### config.mk
export PLATFORM = sky130hd
export DESIGN_NAME = card_text_parser
export DESIGN_NICKNAME = d
export VERILOG_FILES = /design/src/rtl/poker_types_pkg.sv /design/src/rtl/card_text_parser_decode.sv /design/src/rtl/card_text_parser.sv
export SDC_FILE = /design/constraint.sdc
export NUM_CORES = 1
export LEC_CHECK = 0
export CAP_MARGIN = 15
export CORE_ASPECT_RATIO = 0.6
export CORE_MARGIN = 3
export CORE_UTILIZATION = 58
export CTS_CLUSTER_DIAMETER = 60
export DETAILED_ROUTE_END_ITERATION = 10
export PLACE_DENSITY = 0.8
export SLEW_MARGIN = 20
export SYNTH_ARGS = -nofsm -noshare
export SYNTH_HDL_FRONTEND = slang
export SYNTH_SLANG_ARGS = --single-unit
### constraint.sdc
create_clock -name clk -period 2.9 [get_ports clk]
set_input_delay 0.725 -clock clk [delete_from_list [all_inputs] [get_ports clk]]
set_output_delay 0.725 -clock clk [all_outputs]
set_load 0.05 [all_outputs]
### src/rtl/poker_types_pkg.sv
// Shared card, rank/suit and parser error types for the poker game datapath.
package poker_types;

  localparam int unsigned RANK_COUNT = 13;
  localparam int unsigned NUM_CARDS  = 52;
  localparam int unsigned IDX_W      = 6;

  typedef enum logic [3:0] {
    RANK_ACE   = 4'd0,
    RANK_TWO   = 4'd1,
    RANK_THREE = 4'd2,
    RANK_FOUR  = 4'd3,
    RANK_FIVE  = 4'd4,
    RANK_SIX   = 4'd5,
    RANK_SEVEN = 4'd6,
    RANK_EIGHT = 4'd7,
    RANK_NINE  = 4'd8,
    RANK_TEN   = 4'd9,
    RANK_JACK  = 4'd10,
    RANK_QUEEN = 4'd11,
    RANK_KING  = 4'd12
  } rank_e;

  typedef enum logic [1:0] {
    SUIT_SPADES   = 2'd0,
    SUIT_DIAMONDS = 2'd1,
    SUIT_CLUBS    = 2'd2,
    SUIT_HEARTS   = 2'd3
  } suit_e;

  typedef struct packed {
    rank_e rank;
    suit_e suit;
  } card_t;

  typedef enum logic [1:0] {
    PARSE_BAD_RANK  = 2'd0,
    PARSE_BAD_SUIT  = 2'd1,
    PARSE_TIMEOUT   = 2'd2,
    PARSE_DUPLICATE = 2'd3
  } parse_err_e;

  typedef enum logic [1:0] {
    S_RANK = 2'd0,
    S_TEN  = 2'd1,
    S_SUIT = 2'd2,
    S_HOLD = 2'd3
  } parser_state_e;

  // Position of a card in the 52-entry dealt mask: suit-major, rank-minor.
  function automatic logic [IDX_W-1:0] card_index(input card_t c);
    return IDX_W'(c.suit) * IDX_W'(RANK_COUNT) + IDX_W'(c.rank);
  endfunction

endpackage

### src/rtl/card_text_parser_decode.sv
// Combinational ASCII classifier for card text; letters are case-insensitive.
module ascii_card_decode
  import poker_types::*;
(
  input  logic [7:0] ch,
  output logic       is_rank,
  output logic       is_one,
  output logic       is_zero,
  output logic       is_suit,
  output logic       is_space,
  output rank_e      rank,
  output suit_e      suit
);

  logic [7:0] upper;

  always_comb begin
    upper = ((ch >= 8'h61) && (ch <= 8'h7A)) ? (ch & 8'hDF) : ch;
  end

  // Rank and zero/one classification.
  always_comb begin
    is_rank = 1'b0;
    is_one  = 1'b0;
    is_zero = 1'b0;
    rank    = RANK_ACE;
    case (upper) inside
      8'h30:          is_zero = 1'b1;
      8'h31:          is_one  = 1'b1;
      [8'h32:8'h39]: begin
        is_rank = 1'b1;
        rank    = rank_e'(4'(upper - 8'h31));
      end
      8'h41:          begin is_rank = 1'b1; rank = RANK_ACE;   end
      8'h54:          begin is_rank = 1'b1; rank = RANK_TEN;   end
      8'h4A:          begin is_rank = 1'b1; rank = RANK_JACK;  end
      8'h51:          begin is_rank = 1'b1; rank = RANK_QUEEN; end
      8'h4B:          begin is_rank = 1'b1; rank = RANK_KING;  end
      default:        ;
    endcase
  end

  // Suit and whitespace classification.
  always_comb begin
    is_suit  = 1'b0;
    is_space = 1'b0;
    suit     = SUIT_SPADES;
    case (upper)
      8'h53:                 begin is_suit = 1'b1; suit = SUIT_SPADES;   end
      8'h44:                 begin is_suit = 1'b1; suit = SUIT_DIAMONDS; end
      8'h43:                 begin is_suit = 1'b1; suit = SUIT_CLUBS;    end
      8'h48:                 begin is_suit = 1'b1; suit = SUIT_HEARTS;   end
      8'h20, 8'h0D, 8'h0A:   is_space = 1'b1;
      default:               ;
    endcase
  end

endmodule

### src/rtl/card_text_parser.sv
// Rank+suit ASCII text to card_t parser with error reporting and partial-card timeout.
// Optional duplicate-card detection is enabled by defining CARD_DUP_CHECK_EN.
module card_text_parser
  import poker_types::*;
#(
  parameter int unsigned TIMEOUT_CYCLES = 50_000_000
) (
  input  logic       clk,
  input  logic       rst,
  input  logic       char_valid,
  input  logic [7:0] char_data,
  output logic       char_ready,
  output logic       card_valid,
  output card_t      card,
  input  logic       card_ready,
  output logic       parse_err,
  output parse_err_e err_code,
  output logic       in_progress,
  input  logic       clear_deck
);

  localparam int unsigned CNT_W = (TIMEOUT_CYCLES == 0) ? 1 : $clog2(TIMEOUT_CYCLES + 1);

  parser_state_e state_q, state_d;
  card_t         card_q, card_d;
  logic          card_valid_q, card_valid_d;
  logic          parse_err_q, parse_err_d;
  parse_err_e    err_code_q, err_code_d;
  logic [CNT_W-1:0] cnt_q, cnt_d, cnt_inc;
  logic          char_ready_q, in_progress_q;
  logic          err_fire;
  parse_err_e    err_cause;
  logic          handoff;
  logic          dup_hit;
  logic          hs;

  logic  dec_is_rank, dec_is_one, dec_is_zero, dec_is_suit, dec_is_space;
  rank_e dec_rank;
  suit_e dec_suit;

  ascii_card_decode u_decode (
    .ch       (char_data),
    .is_rank  (dec_is_rank),
    .is_one   (dec_is_one),
    .is_zero  (dec_is_zero),
    .is_suit  (dec_is_suit),
    .is_space (dec_is_space),
    .rank     (dec_rank),
    .suit     (dec_suit)
  );

  assign hs = char_valid & char_ready_q;

`ifdef CARD_DUP_CHECK_EN
  logic [NUM_CARDS-1:0] mask_q, mask_d;
  card_t                cand;

  always_comb begin
    cand      = card_q;
    cand.suit = dec_suit;
    dup_hit   = mask_q[card_index(cand)];
  end

  // Clear has priority over marking the card just handed off.
  always_comb begin
    mask_d = mask_q;
    if (handoff) mask_d[card_index(card_q)] = 1'b1;
    if (clear_deck) mask_d = '0;
  end

  always_ff @(posedge clk or posedge rst) begin
    if (rst) mask_q <= '0;
    else     mask_q <= mask_d;
  end
`else
  logic unused_clear_deck;
  assign unused_clear_deck = clear_deck;
  assign dup_hit           = 1'b0;
`endif

  // Next-state, card latch, error and timeout logic.
  always_comb begin
    state_d      = state_q;
    card_d       = card_q;
    card_valid_d = card_valid_q;
    parse_err_d  = 1'b0;
    err_code_d   = err_code_q;
    cnt_d        = '0;
    cnt_inc      = cnt_q + CNT_W'(1);
    err_fire     = 1'b0;
    err_cause    = PARSE_BAD_RANK;
    handoff      = 1'b0;

    case (state_q)
      S_RANK: begin
        if (hs && !dec_is_space) begin
          if (dec_is_rank) begin
            card_d.rank = dec_rank;
            state_d     = S_SUIT;
          end else if (dec_is_one) begin
            state_d = S_TEN;
          end else begin
            err_fire = 1'b1;
          end
        end
      end
      S_TEN, S_SUIT: begin
        if (hs) begin
          if (state_q == S_TEN) begin
            if (dec_is_zero) begin
              card_d.rank = RANK_TEN;
              state_d     = S_SUIT;
            end else begin
              err_fire = 1'b1;
            end
          end else if (dec_is_suit && !dup_hit) begin
            card_d.suit  = dec_suit;
            card_valid_d = 1'b1;
            state_d      = S_HOLD;
          end else begin
            err_fire  = 1'b1;
            err_cause = dec_is_suit ? PARSE_DUPLICATE : PARSE_BAD_SUIT;
          end
        end else if (TIMEOUT_CYCLES != 0) begin
          if (cnt_inc == CNT_W'(TIMEOUT_CYCLES)) begin
            err_fire  = 1'b1;
            err_cause = PARSE_TIMEOUT;
          end else begin
            cnt_d = cnt_inc;
          end
        end
      end
      S_HOLD: begin
        if (card_ready) begin
          handoff      = 1'b1;
          card_valid_d = 1'b0;
          state_d      = S_RANK;
        end
      end
      default: state_d = S_RANK;
    endcase

    // Any error drops the partial card and restarts at the rank.
    if (err_fire) begin
      parse_err_d = 1'b1;
      err_code_d  = err_cause;
      state_d     = S_RANK;
      card_d      = '{rank: RANK_ACE, suit: SUIT_SPADES};
      cnt_d       = '0;
    end
  end

  always_ff @(posedge clk or posedge rst) begin
    if (rst) begin
      state_q       <= S_RANK;
      card_q        <= '{rank: RANK_ACE, suit: SUIT_SPADES};
      card_valid_q  <= 1'b0;
      parse_err_q   <= 1'b0;
      err_code_q    <= PARSE_BAD_RANK;
      cnt_q         <= '0;
      char_ready_q  <= 1'b1;
      in_progress_q <= 1'b0;
    end else begin
      state_q       <= state_d;
      card_q        <= card_d;
      card_valid_q  <= card_valid_d;
      parse_err_q   <= parse_err_d;
      err_code_q    <= err_code_d;
      cnt_q         <= cnt_d;
      char_ready_q  <= (state_d != S_HOLD);
      in_progress_q <= (state_d == S_TEN) || (state_d == S_SUIT);
    end
  end

  assign char_ready  = char_ready_q;
  assign card_valid  = card_valid_q;
  assign card        = card_q;
  assign parse_err   = parse_err_q;
  assign err_code    = err_code_q;
  assign in_progress = in_progress_q;

endmodule

Yosys cells after proc, flatten, opt, wreduce, memory -nomap -nowiden
Index checks and enable logic that the tools add are counted.
{"block": "totals", "register_bits": 40, "inputBits": 13, "output_inout_bits": 12, "word_cells": 131}
{"block": "op_classes", "n_addsub": 2, "magnitude_cmp": 4, "eq_ne": 31, "muxes": 67, "bitwise": 1, "n_reduce_logical": 17}
{"operator": "two-way mux 26 bit", "n": 4}
{"operator": "== test 8 x 7 -> 1 bit, second input constant", "n": 9}
{"operator": "two-way mux 4 bit", "n": 12}
{"operator": "two-way mux 2 bit", "n": 15}
{"operator": "two-way mux 1 bit", "n": 28}
{"operator": "adder 26 x 1 -> 26 bit, second input constant", "n": 1}
{"operator": "== test 26 bit, second input constant", "n": 1}
{"operator": "== test 8 x 6 -> 1 bit, second input constant", "n": 3}
{"operator": "two-way mux 6 bit", "n": 3}
{"operator": "== test 8 x 4 -> 1 bit, second input constant", "n": 2}
{"operator": "inequality test 3 bit, second input constant", "n": 5}
{"operator": "inequality test 2 bit, second input constant", "n": 6}
{"operator": "one-hot mux 2 bit (3 select lines)", "n": 2}
{"operator": ">= comparator 8 x 6 -> 1 bit, second input constant", "n": 1}
{"operator": ">= comparator 8 x 7 -> 1 bit, second input constant", "n": 1}
{"operator": "less-or-equal comparator 8 x 6 -> 1 bit, second input constant", "n": 1}
{"operator": "less-or-equal comparator 8 x 7 -> 1 bit, second input constant", "n": 1}
{"operator": "one-hot mux 4 bit (2 select lines)", "n": 1}
{"operator": "nonzero test 2 bit", "n": 4}
{"operator": "== test 2 bit, second input constant", "n": 3}
{"operator": "AND reduction 6 bit", "n": 1}
{"operator": "AND reduction 5 bit", "n": 1}
{"operator": "== test 2 x 1 -> 1 bit, second input constant", "n": 2}
{"operator": "one-hot mux 1 bit (2 select lines)", "n": 2}
{"operator": "11 further kinds", "n": 13}

Longest topological paths before layout
Gate-level depths: netlist of run 1.
{"block": "logic_depth", "depth_word": 18, "ltp_mapped": 12}

By module
From an unflattened synthesis of run 1, not the netlist that was laid out.
{"block": "hier_totals", "hier_cells": 323, "hier_area_um2": 2825.2}
{"module": "card_text_parser", "instances": 1, "cells_per_inst": 259, "area_each_um2": 2401.1}
{"module": "ascii_card_decode", "instances": 1, "cells_per_inst": 64, "area_each_um2": 424.2}

Worst setup path after synthesis of run 1
No wires, ideal clock.
{"block": "synth_timing", "kind": "input-to-reg", "startpoint": "input port char_data[1]", "endpoint": "register in_progress_q (netlist: in_progress)", "arrival_ns": 2.891, "required_ns": 2.774, "slack_ns": -0.117, "stages": 11, "cell_sequence": "inv_1 -> ha_1 -> mux2i_1 -> or4b_1 -> a211o_1 -> nand4_1 -> o22a_2 -> a21o_1 -> clkinv_2 -> a221oi_1 -> ha_1"}
{"block": "synth_via", "elab_chain_cells": 18, "elab_cells_between_ends": 58, "cone_classes": "order compare (4); eq/ne (16); mux (31); reduce/logical (7)"}
{"item": "start, declared", "line_no": "card_text_parser.sv:11", "source": "input logic [7:0] char_data,"}
{"item": ">= comparator 8 x 7 -> 1 bit or less-or-equal comparator 8 x 7 -> 1 bit (tied branches)", "line_no": "card_text_parser_decode.sv:18", "source": "upper = ((ch >= 8'h61) && (ch <= 8'h7A)) ? (ch & 8'hDF) : ch;"}
{"item": "logical AND 1 bit", "line_no": "card_text_parser_decode.sv:18"}
{"item": "two-way mux 6 bit *", "line_no": "card_text_parser_decode.sv:18"}
{"item": "== test 8 x 7 -> 1 bit (no source line)"}
{"item": "two-way mux 1 bit (8 in series)", "line_no": "card_text_parser_decode.sv:27", "source": "case (upper) inside"}
{"item": "two-way mux 1 bit", "line_no": "card_text_parser.sv:97", "source": "if (dec_is_rank) begin"}
{"item": "two-way mux 1 bit", "line_no": "card_text_parser.sv:96", "source": "if (hs && !dec_is_space) begin"}
{"item": "one-hot mux 1 bit (2 select lines) *", "line_no": "card_text_parser.sv:94", "source": "case (state_q)"}
{"item": "named net err_fire", "line_no": "card_text_parser.sv:31", "source": "logic err_fire;"}
{"item": "two-way mux 2 bit *", "line_no": "card_text_parser.sv:144", "source": "if (err_fire) begin"}
{"item": "named net state_d[0]", "line_no": "card_text_parser.sv:24", "source": "parser_state_e state_q, state_d;"}
{"item": "== test 2 x 1 -> 1 bit or == test 2 bit (tied branches)", "line_no": "card_text_parser.sv:171", "source": "in_progress_q <= (state_d == S_TEN) || (state_d == S_SUIT);"}
{"item": "logical OR 1 bit *", "line_no": "card_text_parser.sv:171"}
{"item": "end signal, assigned", "line_no": "card_text_parser.sv:171"}
{"item": "end, declared", "line_no": "card_text_parser.sv:30", "source": "logic char_ready_q, in_progress_q;"}
Mark *: on every way through the listed nets, which the timed path passes. The rest lies on a longest branch.
A chain may end at the register's enable or synchronous reset.

Worst setup path after layout of run 1
{"block": "layout_timing", "startpoint": "register cnt_q[0]", "endpoint": "register card_q, in the netlist card[0]"}
{"block": "layout_via", "elab_chain_cells": 7, "elab_cells_between_ends": 11, "cone_classes": "add/sub (1); eq/ne (2); mux (4); reduce/logical (4)"}
{"item": "start, declared", "line_no": "card_text_parser.sv:29", "source": "logic [CNT_W-1:0] cnt_q, cnt_d, cnt_inc;"}
{"item": "start signal, assigned", "line_no": "card_text_parser.sv:169", "source": "cnt_q <= cnt_d;"}
{"item": "adder 26 x 1 -> 26 bit *", "line_no": "card_text_parser.sv:89", "source": "cnt_inc = cnt_q + CNT_W'(1);"}
{"item": "== test 26 bit *", "line_no": "card_text_parser.sv:125", "source": "if (cnt_inc == CNT_W'(TIMEOUT_CYCLES)) begin"}
{"item": "two-way mux 1 bit *", "line_no": "card_text_parser.sv:125"}
{"item": "two-way mux 1 bit *", "line_no": "card_text_parser.sv:108", "source": "if (hs) begin"}
{"item": "one-hot mux 1 bit (2 select lines) *", "line_no": "card_text_parser.sv:94"}
{"item": "inequality test 2 bit (no source line) or nonzero test 2 bit (tied branches)"}
{"item": "AND reduction 4 bit (no source line)"}
{"item": "end signal, assigned", "line_no": "card_text_parser.sv:156", "source": "card_q <= '{rank: RANK_ACE, suit: SUIT_SPADES};"}
{"item": "end signal, assigned", "line_no": "card_text_parser.sv:165", "source": "card_q <= card_d;"}
{"item": "end, declared", "line_no": "card_text_parser.sv:25", "source": "card_t card_q, card_d;"}
Every way passes the cells marked *; elsewhere a longest branch is shown, timed or not.

==> results of run 1 <==
-- final timing paths --
kind	end	start	cells past startpoint	slack [ps]
min reg2reg	err_code[0]	err_code[0]	2	490
min in group asynchronous	cnt_q[11]	rst	3	850
max in group asynchronous	cnt_q[5]	rst	3	1660
max	card[0]	cnt_q[0]	10	40
max reg2reg	card[0]	cnt_q[0]	10	40
min	err_code[0]	err_code[0]	2	490
-- synthesized netlist by cell type, types with 2 or more instances --
| cell | n | area share |
|---|---|---|
| a211o_1 | 2 | 0.0061 |
| a211oi_1 | 2 | 0.0052 |
| a21o_1 | 3 | 0.0078 |
| a21oi_1 | 11 | 0.019 |
| a22o_1 | 2 | 0.0061 |
| a31oi_1 | 3 | 0.0065 |
| a41oi_1 | 2 | 0.0061 |
| and2_1 | 2 | 0.0043 |
| and3_1 | 4 | 0.0087 |
| and4_1 | 4 | 0.012 |
| buf_2 | 5 | 0.0087 |
| buf_4 | 5 | 0.013 |
| clkbuf_1 | 6 | 0.0078 |
| dfrtp_1 | 39 | 0.34 |
| ha_1 | 10 | 0.043 |
| inv_1 | 18 | 0.023 |
| mux2i_1 | 4 | 0.014 |
| nand2_1 | 21 | 0.027 |
| nand2b_1 | 6 | 0.013 |
| nand3_1 | 15 | 0.026 |
| nand3b_1 | 4 | 0.010 |
| nand4_1 | 13 | 0.028 |
| nor2_1 | 36 | 0.047 |
| nor2b_1 | 5 | 0.011 |
| nor3_1 | 4 | 0.0069 |
| nor3b_1 | 2 | 0.0052 |
| o211ai_1 | 2 | 0.0052 |
| o21ai_0 | 18 | 0.031 |
| o22ai_1 | 6 | 0.013 |
| o31ai_1 | 3 | 0.0078 |
| o32ai_1 | 2 | 0.0061 |
| or3_1 | 3 | 0.0065 |
| or4_1 | 2 | 0.0052 |
| xnor2_1 | 12 | 0.036 |
| xor2_1 | 15 | 0.045 |
-- power groups by stage --
stage               Sequential, mW  Clock [mW]  Combinational (mW)
finish                       0.655       0.463                1.06
detailed placement           0.662           0               0.952
floorplan                    0.799           0               0.439
CTS                          0.653       0.471               0.989
global route                 0.661       0.494                1.14
global placement             0.660           0               0.932
-- routing by layer --
metal	track usage	wire length, um	up-vias
met4	0.0740	94	0
li1	-	-	1339
met2	0.433	3620	175
met1	0.439	3920	1416
met3	0.0941	1060	11
met5	0	0	-
-- sequential cells by signal, summed over array words and instances (netlist names) --
register and count:
card 6, card_valid 1, char_ready 1, cnt_q 26, err_code 2, in_progress 1, parse_err 1, state_q 2
-- through the flow --
| stage | std cells | cell area, um2 | utilization | TNS [ps] | power (mW) |
|---|---|---|---|---|---|
| global placement | 456 | 3580 | 0.764 | -7330 | 1.59 |
| global route | 465 | 3790 | 0.809 | -69.4 | 2.29 |
| floorplan | 327 | 2910 | - | 0 | 1.24 |
| finish | 465 | 3790 | 0.809 | 0 | 2.18 |
| CTS | 465 | 3700 | 0.790 | 0 | 2.11 |
| detailed placement | 456 | 3580 | 0.764 | -9000 | 1.61 |
-- kinds of logic after synthesis --
| kind of cell | count (synthesis) | share of synthesized area |
|---|---|---|
| buffers and inverters | 36 | 0.0563 |
| and+or+nand+nor | 138 | 0.278 |
| AOI/OAI and AO/OA | 71 | 0.175 |
| muxes | 5 | 0.0191 |
| DFF | 40 | 0.347 |
| adders and majority gates | 10 | 0.0433 |
| xor gates and xnor gates | 27 | 0.0819 |
-- worst register-to-register path, cell delays in order (launching register included) --
cell and delay (ps):
dfrtp_1 440, ha_1 270, buf_4 170, nor3b_1 210, a32oi_1 80, o32ai_1 330
nand4_1 200, nand4bb_4 310, o211a_1 180, a221oi_4 230, mux2_4 330
-- cell type report --
class / count / area (um2)
clock buffers: 6 / 72.6
clock inverters: 2 / 35.0
fillers: 279 / 893
inverters: 19 / 72.6
multi-input cells: 251 / 1850
flip-flops and latches: 40 / 1000
well taps: 63 / 78.8
repair buffers: 84 / 681
-- repair_timing --
action / 4_1_cts / 5_1_grt
endpoints found under the setup margin: 17 / 10
pin swaps: 5 / 8
buffers inserted: 1 / 0
resized for setup: 17 / 19
hold buffers: 0 / 0
==> run_results.csv, run 1 <==
group,metric,value,unit
status,status,"finished clean",
finish,insertedDiodeCount,0,
routing,vias,2941,
cts,cts.path.max_buffers,2,
cts,root_buffer,"clkbuf_8",
pwr,comb_power_share,0.488,
pwr,p_sw_frac,0.406,
global_routing,grt_antenna_before_repair,0,
global_routing,grt_max_degree,41,
critical_path,critPathMaxStageDelay,440,ps
floorplanning,die_w,97.1,um
sta,fmax,349,MHz
cts,numCtsBuffers,5,
synthesis,netlist_area,2890,um2
pwr,ir_worst_vdd,0.602,mV
critical_path,crit_type,"flop to flop",
finish,drive_above_1_share,0.266,
pwr,seqPwrFrac,0.300,
floorplanning,die_h,60.7,um
place,post-place-ws,-761,ps
synthesis,synth_warnings,0,
synthesis,synthArstFlopShare,1.00,
cts,htree_levels,2,
sta,finClkSkew,8.97,ps
sta,setup_viol,0,
routing,drc_errors,0,
cts,cts_sinks,40,
synthesis,synth-edff-count,0,
sta,tightest_slew,561,ps
critical_path,cpLargestDelayFamily,"compound AO/OA/AOI/OAI gates",
critical_path,critPathCaptureType,"flop",
place,portBuffers,23,
pwr,power.share.clock,0.212,
place,dp.final_hpwl,6060,um
floorplanning,pin_count,25,
critical_path,worst-path-buf-inv,1,
pwr,power.leakage,1.60,nW
floorplanning,die_area,5890,um2
finish,syn2layout_area_growth,31.2,%
finish,nets,424,
sta,slew_headroom,0.625,
critical_path,critPathRequiredTime,3090,ps
critical_path,crit_chain,"ha_1 -> buf_4 -> nor3b_1 -> a32oi_1 -> o32ai_1 -> nand4_1 -> nand4bb_4 -> o211a_1 -> a221oi_4 -> mux2_4",
routing,first_pass_iters,6,
sta,drv_slew,0,
critical_path,worstSetupStartpointType,"flop",
routing,drt-total-wl,8700,um
sta,hold_viol_final,0,
finish,final_common_cell,"buf_4",
global_routing,overflow,0,
sta,period_minus_slack,2860,ps
flow_run,cap_violations,0,
cts,clock_insertion_delay_worst_skew,310,ps
min_path,min_path_type,"flop to flop",
floorplanning,fp-row-count,19,
place,place_congestion,0.949,
floorplanning,start_util,0.617,
critical_path,cp_max_fo,5,
routing,drt-vias-per-instance,6.32,
critical_path,crit_arrival,3050,ps
global_routing,grt_pass1_wl,13800,um
pwr,power_density,576,nW/um2
pwr,p_int,1.30,mW
critical_path,cp_slowest_cell,"dfrtp_1",
synthesis,synth.distinct_cells,71,
synthesis,ys.flop_type,"dfrtp_1",
global_routing,grt_usage,0.300,
routing,ant_nets,0,
cts,clk_pin_slew,80,ps
sta,worst_slack,38.7,ps
synthesis,avgSynthCellArea,8.83,um2
sta,holdWs,492,ps
pwr,p_switching,0.886,mW
synthesis,ys_seq_area_frac,0.347,
synthesis,netlist_instances,327,
global_routing,grt_pass1_vias,2689,
cts,tritoncts,"done",
synthesis,ys_ff_latch,40,
floorplanning,core_region_area,4680,um2
sta,period_share,0.987,
routing,wl_per_cell,18.7,um
synthesis,syn_nets,350,
finish,layout_common_cells,"61 x buf_4, 38 x dfrtp_1, 36 x nor2_1",
routing,drt-initial-drc-count,390,
No activity file was read; power rests on OpenSTA's default activity.
==> run 2, diff against run 1 <==
CORE_MARGIN = 2   (was 3)
==> run_results.csv, run 2 (synthesis results as in run 1) <==
group,metric,value,unit
pwr,power.share.clock,0.207,
pwr,power_density,583,nW/um2
place,postPlaceCellArea,3530,um2
pwr,p_int,1.31,mW
status,status,"complete, but fails checks",
global_routing,grt_pass1_wl,13100,um
critical_path,cp_max_fo,4,
finish,final_common_cell,"buf_4",
finish,seq_area,1010,um2
finish,syn2layout_area_growth,32.5,%
floorplanning,die_area,5580,um2
sta,worst_slack,-121,ps
cts,htree_levels,2,
floorplanning,pin_count,25,
routing,drt-vias-per-instance,6.41,
routing,drc_errors,0,
sta,slew_headroom,0.586,
sta,tightest_slew,613,ps
finish,largest_reg_flops,26,
pwr,ir_worst_vdd,0.513,mV
pwr,comb_power_share,0.500,
cts,clk_pin_slew,80,ps
global_routing,grt_antenna_before_repair,0,
flow_run,cap_violations,0,
finish,stdcell_area,3830,um2
sta,finClkSkew,17.9,ps
routing,first_pass_iters,6,
critical_path,crit_type,"primary input to flop",
routing,drt-initial-drc-count,478,
pwr,power.leakage,1.62,nW
routing,vias,2982,
finish,nets,424,
sta,period_minus_slack,3020,ps
finish,top_register,"cnt_q",
status,violations,"setup timing",
finish,fill_cells,273,
cts,cts_sinks,40,
min_path,min_path_type,"flop to flop",
pwr,p_switching,0.922,mW
cts,root_buffer,"clkbuf_8",
place,portBuffers,23,
global_routing,grt_max_degree,41,
finish,multiInputGateArea,1870,um2
sta,period_share,1.04,
cts,tritoncts,"done",
critical_path,critPathRequiredTime,3080,ps
sta,hold_viol_final,0,
global_routing,grt_pass1_vias,2598,
critical_path,worstSetupStartpointType,"primary input",
finish,layout_common_cells,"60 x buf_4, 36 x dfrtp_1, 35 x nor2_1",
routing,wl_per_cell,19.7,um
place,dp.final_hpwl,5860,um
critical_path,critPathCaptureType,"flop",
sta,holdWs,501,ps
pwr,p_sw_frac,0.413,
sta,drv_slew,0,
place,place_congestion,0.926,
floorplanning,die_w,95.1,um
finish,insertedDiodeCount,0,
floorplanning,core_region_area,4680,um2
cts,clock_insertion_delay_worst_skew,300,ps
routing,ant_nets,0,
cts,numCtsBuffers,5,
finish,drive_above_1_share,0.274,
floorplanning,start_util,0.617,
pwr,seqPwrFrac,0.293,
global_routing,grt_usage,0.310,
sta,setup_viol,4,
critical_path,crit_arrival,3200,ps
routing,drt-total-wl,9160,um
global_routing,overflow,0,
cts,hold_buffers,0,
cts,cts.path.max_buffers,2,
floorplanning,fp-row-count,19,
floorplanning,die_h,58.7,um
sta,fmax,331,MHz
-- run 2: cell count changes in the layout (fill, tap and decap cells not counted), sizes merged --
| cell | previous run | this run |
|---|---|---|
| dlymetal6s2s | 0 | 1 |
| dlygate4sd2 | 3 | 2 |
| clkinvlp | 0 | 1 |
| buf | 62 | 63 |
| clkdlybuf4s15 | 1 | 0 |
| clkbuf | 6 | 5 |
-- run 2: layout make-up --
type	count	share of cell area
Sequential cell	40	0.263
Inverter	19	0.0196
Multi-Input combinational cell	251	0.490
Clock buffer	5	0.0180
Timing Repair Buffer	84	0.178
Tap cell	63	0.0206
Clock inverter	3	0.0111
-- run 2: per-stage QoR --
step / total power [mW] / instances / TNS [ps] / utilization / setup slack, ps
finish: 2.23 / 465 / -285 / 0.817 / -121
detailed placement: 1.60 / 450 / -8690 / 0.754 / -708
floorplan: 1.24 / 327 / 0 / - / 13.3
global placement: 1.58 / 450 / -7250 / 0.754 / -611
global route: 2.32 / 465 / -601 / 0.817 / -131
CTS: 2.12 / 460 / 0 / 0.783 / 14.4
-- run 2: layer usage --
metal | part of all wire | wire [um] | track usage
met5 | 0 | 0 | 0
met4 | 0.012 | 111 | 0.0870
met3 | 0.10 | 954 | 0.0730
met2 | 0.42 | 3870 | 0.409
met1 | 0.46 | 4230 | 0.497
-- run 2: critical path, stage by stage --
cell and delay [ps]:
clkdlybuf4s50_1 490, buf_4 130, and4bb_2 270, and3_1 220, nand2_1 70, o21ai_1 150
buf_4 150, buf_4 90, a21oi_1 50, o21ai_0 260, nand2_1 120, a31oi_2 200
ha_1 270
-- run 2: power groups by stage --
stage	Clock [mW]	Combinational (mW)	Sequential, mW
after floorplan	0	0.439	0.799
after global placement	0	0.926	0.656
after detailed placement	0	0.947	0.658
after CTS	0.471	0.995	0.649
after global routing	0.493	1.17	0.660
final	0.463	1.11	0.654
-- run 2: final timing paths --
check,cells past startpoint,startpoint,slack [ps],endpoint
min in group asynchronous,3,rst,840,cnt_q[17]
min reg2reg,2,err_code[0],500,err_code[0]
max reg2reg,8,cnt_q[9],-90,card[0]
max in group asynchronous,3,rst,1680,cnt_q[2]
min,2,err_code[0],500,err_code[0]
max,13,char_data[5],-120,in_progress
-- run 2: what timing repair did --
| item | CTS | global route |
|---|---|---|
| pin swaps | 5 | 10 |
| gates resized for setup | 17 | 26 |
| buffers inserted | 2 | 5 |
| endpoints found under the setup margin | 17 | 9 |
==> run 3, diff against run 2 <==
CELL_PAD_IN_SITES_DETAIL_PLACEMENT = 1   (was not set)
CELL_PAD_IN_SITES_GLOBAL_PLACEMENT = 2   (was not set)
CORE_UTILIZATION = 36   (was 58)
PLACE_DENSITY = not set   (was 0.8)
PLACE_DENSITY_LB_ADDON = 0.1   (was not set)
==> run_results.csv, run 3 (synthesis results as in run 1) <==
group,metric,value,unit
finish,fin_util,0.521,
place,dp.final_hpwl,7380,um
flow_run,cap_violations,0,
finish,stdcell_count,522,
pwr,p_switching,0.908,mW
critical_path,cpLargestDelayFamily,"compound AO/OA/AOI/OAI gates",
finish,nets,436,
cts,clk_pin_slew,60,ps
routing,drc_errors,0,
sta,tightest_slew,569,ps
sta,worst_slack,75.0,ps
cts,tritoncts,"done",
finish,drive_above_1_share,0.300,
finish,top_register,"cnt_q",
critical_path,cp_max_fo,5,
pwr,power.leakage,1.71,nW
routing,drt-initial-drc-count,139,
critical_path,worstSetupStartpointType,"primary input",
finish,insertedDiodeCount,0,
cts,cts.path.max_buffers,2,
finish,largest_reg_flops,26,
place,portBuffers,23,
min_path,min_path_type,"flop to flop",
routing,drt-total-wl,9650,um
pwr,p_int,1.47,mW
finish,stdcell_area,4070,um2
status,status,"finished clean",
cts,htree_levels,2,
pwr,power.share.clock,0.277,
pwr,power_density,582,nW/um2
routing,wl_met1,5510,um
critical_path,critPathCaptureType,"flop",
routing,ant_nets,0,
sta,drv_slew,0,
sta,setup_viol,0,
pwr,power.total,2.37,mW
pwr,ir_worst_vdd,0.432,mV
place,dp_cells,510,
place,postPlaceCellArea,3700,um2
cts,hold_buffers,0,
floorplanning,pin_count,25,
critical_path,crit_chain,"buf_12 -> clkinv_8 -> ha_4 -> mux2i_4 -> or4b_1 -> a211o_1 -> nand4_1 -> o22a_2 -> a21o_1 -> nand2_1 -> a31oi_2 -> ha_1",
floorplanning,core_region_area,7820,um2
sta,finClkSkew,9.98,ps
floorplanning,die_w,120,um
floorplanning,die_h,73.4,um
global_routing,overflow,0,
routing,first_pass_iters,4,
floorplanning,start_util,0.369,
global_routing,grt_usage,0.229,
sta,rsz0062_at_grt,"true",
cts,numCtsBuffers,5,
pwr,seqPwrFrac,0.277,
finish,syn2layout_area_growth,41.0,%
sta,holdWs,496,ps
sta,period_share,0.974,
place,place_congestion,0.873,
sta,hold_viol_final,0,
critical_path,critPathMaxStageDelay,500,ps
sta,setup_tns,0,ps
place,post-place-ws,-847,ps
critical_path,crit_arrival,2990,ps
sta,period_minus_slack,2820,ps
cts,root_buffer,"clkbuf_16",
routing,wl_met3,332,um
pwr,p_sw_frac,0.383,
cts,clock_insertion_delay_worst_skew,280,ps
routing,wl_met2,3770,um
routing,top_layer,"met4",
routing,drt-vias-per-instance,5.39,
critical_path,crit_type,"primary input to flop",
routing,wl_per_cell,18.5,um
floorplanning,die_area,8780,um2
pwr,comb_power_share,0.446,
finish,layout_common_cells,"73 x buf_4, 36 x dfrtp_1, 35 x nor2_1",
floorplanning,fp-row-count,25,
global_routing,grt_max_degree,41,
sta,fmax,354,MHz
finish,final_common_cell,"buf_4",
routing,vias,2815,
critical_path,worst-path-buf-inv,2,
global_routing,grt_antenna_before_repair,0,
sta,slew_headroom,0.619,
critical_path,cp_slowest_cell,"or4b_1",
global_routing,grt_pass1_wl,15400,um
critical_path,critPathRequiredTime,3070,ps
global_routing,grt_pass1_vias,2850,
cts,cts_sinks,40,
run 3: path summary, 6_finish.rpt:
check / from / end / slack (ps) / cells past startpoint
max: char_data[1] / in_progress / 80 / 12
min: err_code[0] / err_code[0] / 500 / 2
max reg2reg: cnt_q[11] / card[0] / 150 / 8
min reg2reg: err_code[0] / err_code[0] / 500 / 2
max in group asynchronous: rst / cnt_q[11] / 1610 / 3
min in group asynchronous: rst / cnt_q[20] / 880 / 3
run 3: routing by layer:
layer / global-route usage / up-vias
met5: 0 / -
met4: 0.0353 / 0
met3: 0.0427 / 4
met2: 0.307 / 45
met1: 0.376 / 1403
li1: - / 1363
run 3: area by class of cell:
| type | count | area [um2] |
|---|---|---|
| Clock inverter | 2 | 38.8 |
| Inverter | 19 | 90.1 |
| Tap cell | 108 | 135 |
| Fill cell | 918 | 3750 |
| Clock buffer | 6 | 139 |
| Timing Repair Buffer | 96 | 786 |
| Sequential cell | 40 | 1010 |
| Multi-Input combinational cell | 251 | 1880 |
run 3: power by group through the flow:
stage / registers, mW / logic [mW] / clock network [mW]
final: 0.657 / 1.06 / 0.657
after global routing: 0.665 / 1.14 / 0.688
after floorplan: 0.799 / 0.439 / 0
after global placement: 0.661 / 0.964 / 0
after CTS: 0.653 / 1.03 / 0.675
after detailed placement: 0.662 / 0.982 / 0
run 3: what timing repair did:
action                                  CTS  global route
setup buffers                             2             2
pin swaps                                 3            13
endpoints found under the setup margin   16            12
resized for setup                        23            40
endpoints found under the hold margin     0             0
run 3: tightest hold or removal path, cell delays in order (launching register included):
cell and delay [ps]:
dfrtp_1 340, nand2_1 50, o21ai_0 70
==> RTL edit (settings of run 1) <==
The 4 states of `parser_state_e` get a one-hot encoding in 4 bits.
--- a/src/rtl/poker_types_pkg.sv
+++ b/src/rtl/poker_types_pkg.sv
@@ -42,7 +42,7 @@
 
-  typedef enum logic [1:0] {
-    S_RANK = 2'd0,
-    S_TEN  = 2'd1,
-    S_SUIT = 2'd2,
-    S_HOLD = 2'd3
+  typedef enum logic [3:0] {
+    S_RANK = 4'b0001,
+    S_TEN  = 4'b0010,
+    S_SUIT = 4'b0100,
+    S_HOLD = 4'b1000
   } parser_state_e;
Formal check against the unedited RTL: same outputs for any inputs over 10 cycles, from zero or initial values and one cycle with rst high; not proved beyond that.
==> RTL edit against run 1 <==
- the flow now finishes with violations (setup timing)
- sequential cell count rose by 2
- first-iteration DRC count is 20% higher
- area after synthesis is 2.8% lower
- register-to-register slack got worse by 50 ps
- largest cell class unchanged
- global-route usage grew 0.43 points
- non-clock buffer count is 2 higher
- highest routed layer unchanged
- design area shrank 0.33%
- cell count fell by 0.86%
- setup slack lost 120 ps
- routed wire length rose by 1.4%
Power is not compared: it rests on default switching activity, and its combinational part moved more than twofold at a synthesized area within 25%.
==> RTL edit: results (changes against run 1) <==
<table>
<tr><th>Metric</th><th>Value</th></tr>
<tr><th colspan="2">Outcome</th></tr>
<tr><td>Outcome</td><td>finished with violations</td></tr>
<tr><td>Violated checks</td><td>setup timing</td></tr>
<tr><th colspan="2">Synthesis</th></tr>
<tr><td>Mean post-synth cell area</td><td>8.62 um^2 (-2.5%)</td></tr>
<tr><td>Register area share after synthesis</td><td>37.5% (+2.8 points)</td></tr>
<tr><td>Synth top area cells</td><td>sky130_fd_sc_hd__dfrtp_1 36%, sky130_fd_sc_hd__nor2_1 6.5%, sky130_fd_sc_hd__xnor2_1 5.9%</td></tr>
<tr><td>Count of cell types in the netlist</td><td>61 (-14%)</td></tr>
<tr><th colspan="2">Layout</th></tr>
<tr><td>Fraction of layout cells with a size suffix above 1</td><td>27.9% (+1.3 points)</td></tr>
<tr><td>Nets@finish</td><td>420 (-0.94%)</td></tr>
<tr><th colspan="2">CTS</th></tr>
<tr><td>Clock insertion delay at the later pin of the skew report</td><td>290 ps (-20 ps)</td></tr>
<tr><th colspan="2">Detailed routing</th></tr>
<tr><td>Average vias per placed instance</td><td>6.42 (+1.5%)</td></tr>
<tr><td>Overall routed net length</td><td>8820 um (+1.4%)</td></tr>
<tr><td>Vias after detailed routing</td><td>2959 (+0.61%)</td></tr>
<tr><td>Violation count after the first detailed-route iteration</td><td>467 (+20%)</td></tr>
<tr><td>TritonRoute pass-1 iters</td><td>8 (+2)</td></tr>
<tr><th colspan="2">Worst setup path</th></tr>
<tr><td>Arrival time at the worst endpoint</td><td>3120 ps (+70 ps)</td></tr>
<tr><td>Cell with the largest stage delay on the worst path</td><td>sky130_fd_sc_hd__clkdlybuf4s50_1</td></tr>
<tr><td>Max Fanout on Critical Path</td><td>4 (-1)</td></tr>
<tr><th colspan="2">Timing</th></tr>
<tr><td>Worst-case clock skew</td><td>4.86 ps (-4.12 ps)</td></tr>
<tr><td>Max-slew headroom at the worst pin</td><td>51.8% (-11 points)</td></tr>
<tr><td>Worst-case setup margin in the final layout</td><td>-84.1 ps (-123 ps)</td></tr>
<tr><td>Sum Neg Setup Slack</td><td>-84.1 ps (-84.1 ps)</td></tr>
<tr><td>Number of endpoints failing setup at the final stage</td><td>1 (+1)</td></tr>
<tr><th colspan="2">Global routing</th></tr>
<tr><td>Overall Global Routing Usage</td><td>30.4% (+0.43 points)</td></tr>
<tr><td>Global-route wire length before repair</td><td>13100 um (-4.6%)</td></tr>
<tr><td>Number of global-route vias before repair</td><td>2534 (-5.8%)</td></tr>
<tr><th colspan="2">Placement</th></tr>
<tr><td>Global placement routability congestion</td><td>0.886 (-6.6%)</td></tr>
<tr><td>Inst Count DP</td><td>446 (-2.2%)</td></tr>
<tr><td>HPWL after detailed placement</td><td>5730 um (-5.4%)</td></tr>
</table>
==> RTL edit: cell count changes after synthesis, sizes merged, moves of 5 or more <==
cell / run 1 / this run
ha: 10 / 5
nor3: 4 / 12
nor2: 36 / 49
xnor2: 12 / 19
nand2: 21 / 16
==> RTL edit: final timing paths <==
| check | cells after the start | from | slack, ps | endpoint |
|---|---|---|---|---|
| max | 10 | char_data[3] | -80 | in_progress |
| min | 1 | card[3] | 510 | card[3] |
| max reg2reg | 8 | cnt_q[7] | -10 | in_progress |
| min reg2reg | 1 | card[3] | 510 | card[3] |
| max in group asynchronous | 3 | rst | 1640 | cnt_q[8] |
| min in group asynchronous | 3 | rst | 870 | cnt_q[9] |
==> RTL edit: layer usage <==
layer  vias up  part of all wire, %  global-route usage, %
li1       1327                    -                      -
met1      1403                   45                   46.6
met2       201                   43                   44.1
met3        28                  9.9                   6.42
met4         0                  2.3                   6.48
met5         -                    0                      0
==> RTL edit: area by class of cell <==
cell class | count | area, um^2
clock buffer | 6 | 82.6
fill | 244 | 592
inverter | 18 | 67.6
multi-input combinational | 249 | 1780
sequential | 42 | 1060
tap | 60 | 75.1
timing repair buffer | 86 | 716
==> RTL edit: stage by stage <==
stage	setup WS [ps]	total power [uW]	instance area, um^2
CTS	19.1	1290	3680
global route	-101	1360	3780
floorplan	25.7	775	2840
detailed placement	-651	888	3480
finish	-84.1	1310	3780
global placement	-553	880	3480
==> RTL edit: kinds of logic after synthesis <==
family | share of synthesized area [%]
compound gates | 16.3
simple gates | 27.8
buf+inv | 4.90
fa+ha+maj | 2.23
mux | 1.96
xor+xnor | 9.35
flops | 37.5
==> RTL edit: what timing repair did <==
item,in CTS,in global routing
setup buffers,4,5
hold buffers,0,0
endpoints found under the setup margin,15,6
gates resized for setup,20,19
pin swaps,11,2
==> RTL edit: power groups by stage <==
stage | clock (uW) | sequential [uW] | combinational (uW)
after floorplan | 0 | 644 | 131
after global placement | 0 | 624 | 256
after detailed placement | 0 | 626 | 262
after CTS | 376 | 614 | 297
after global routing | 408 | 616 | 340
final | 371 | 615 | 322
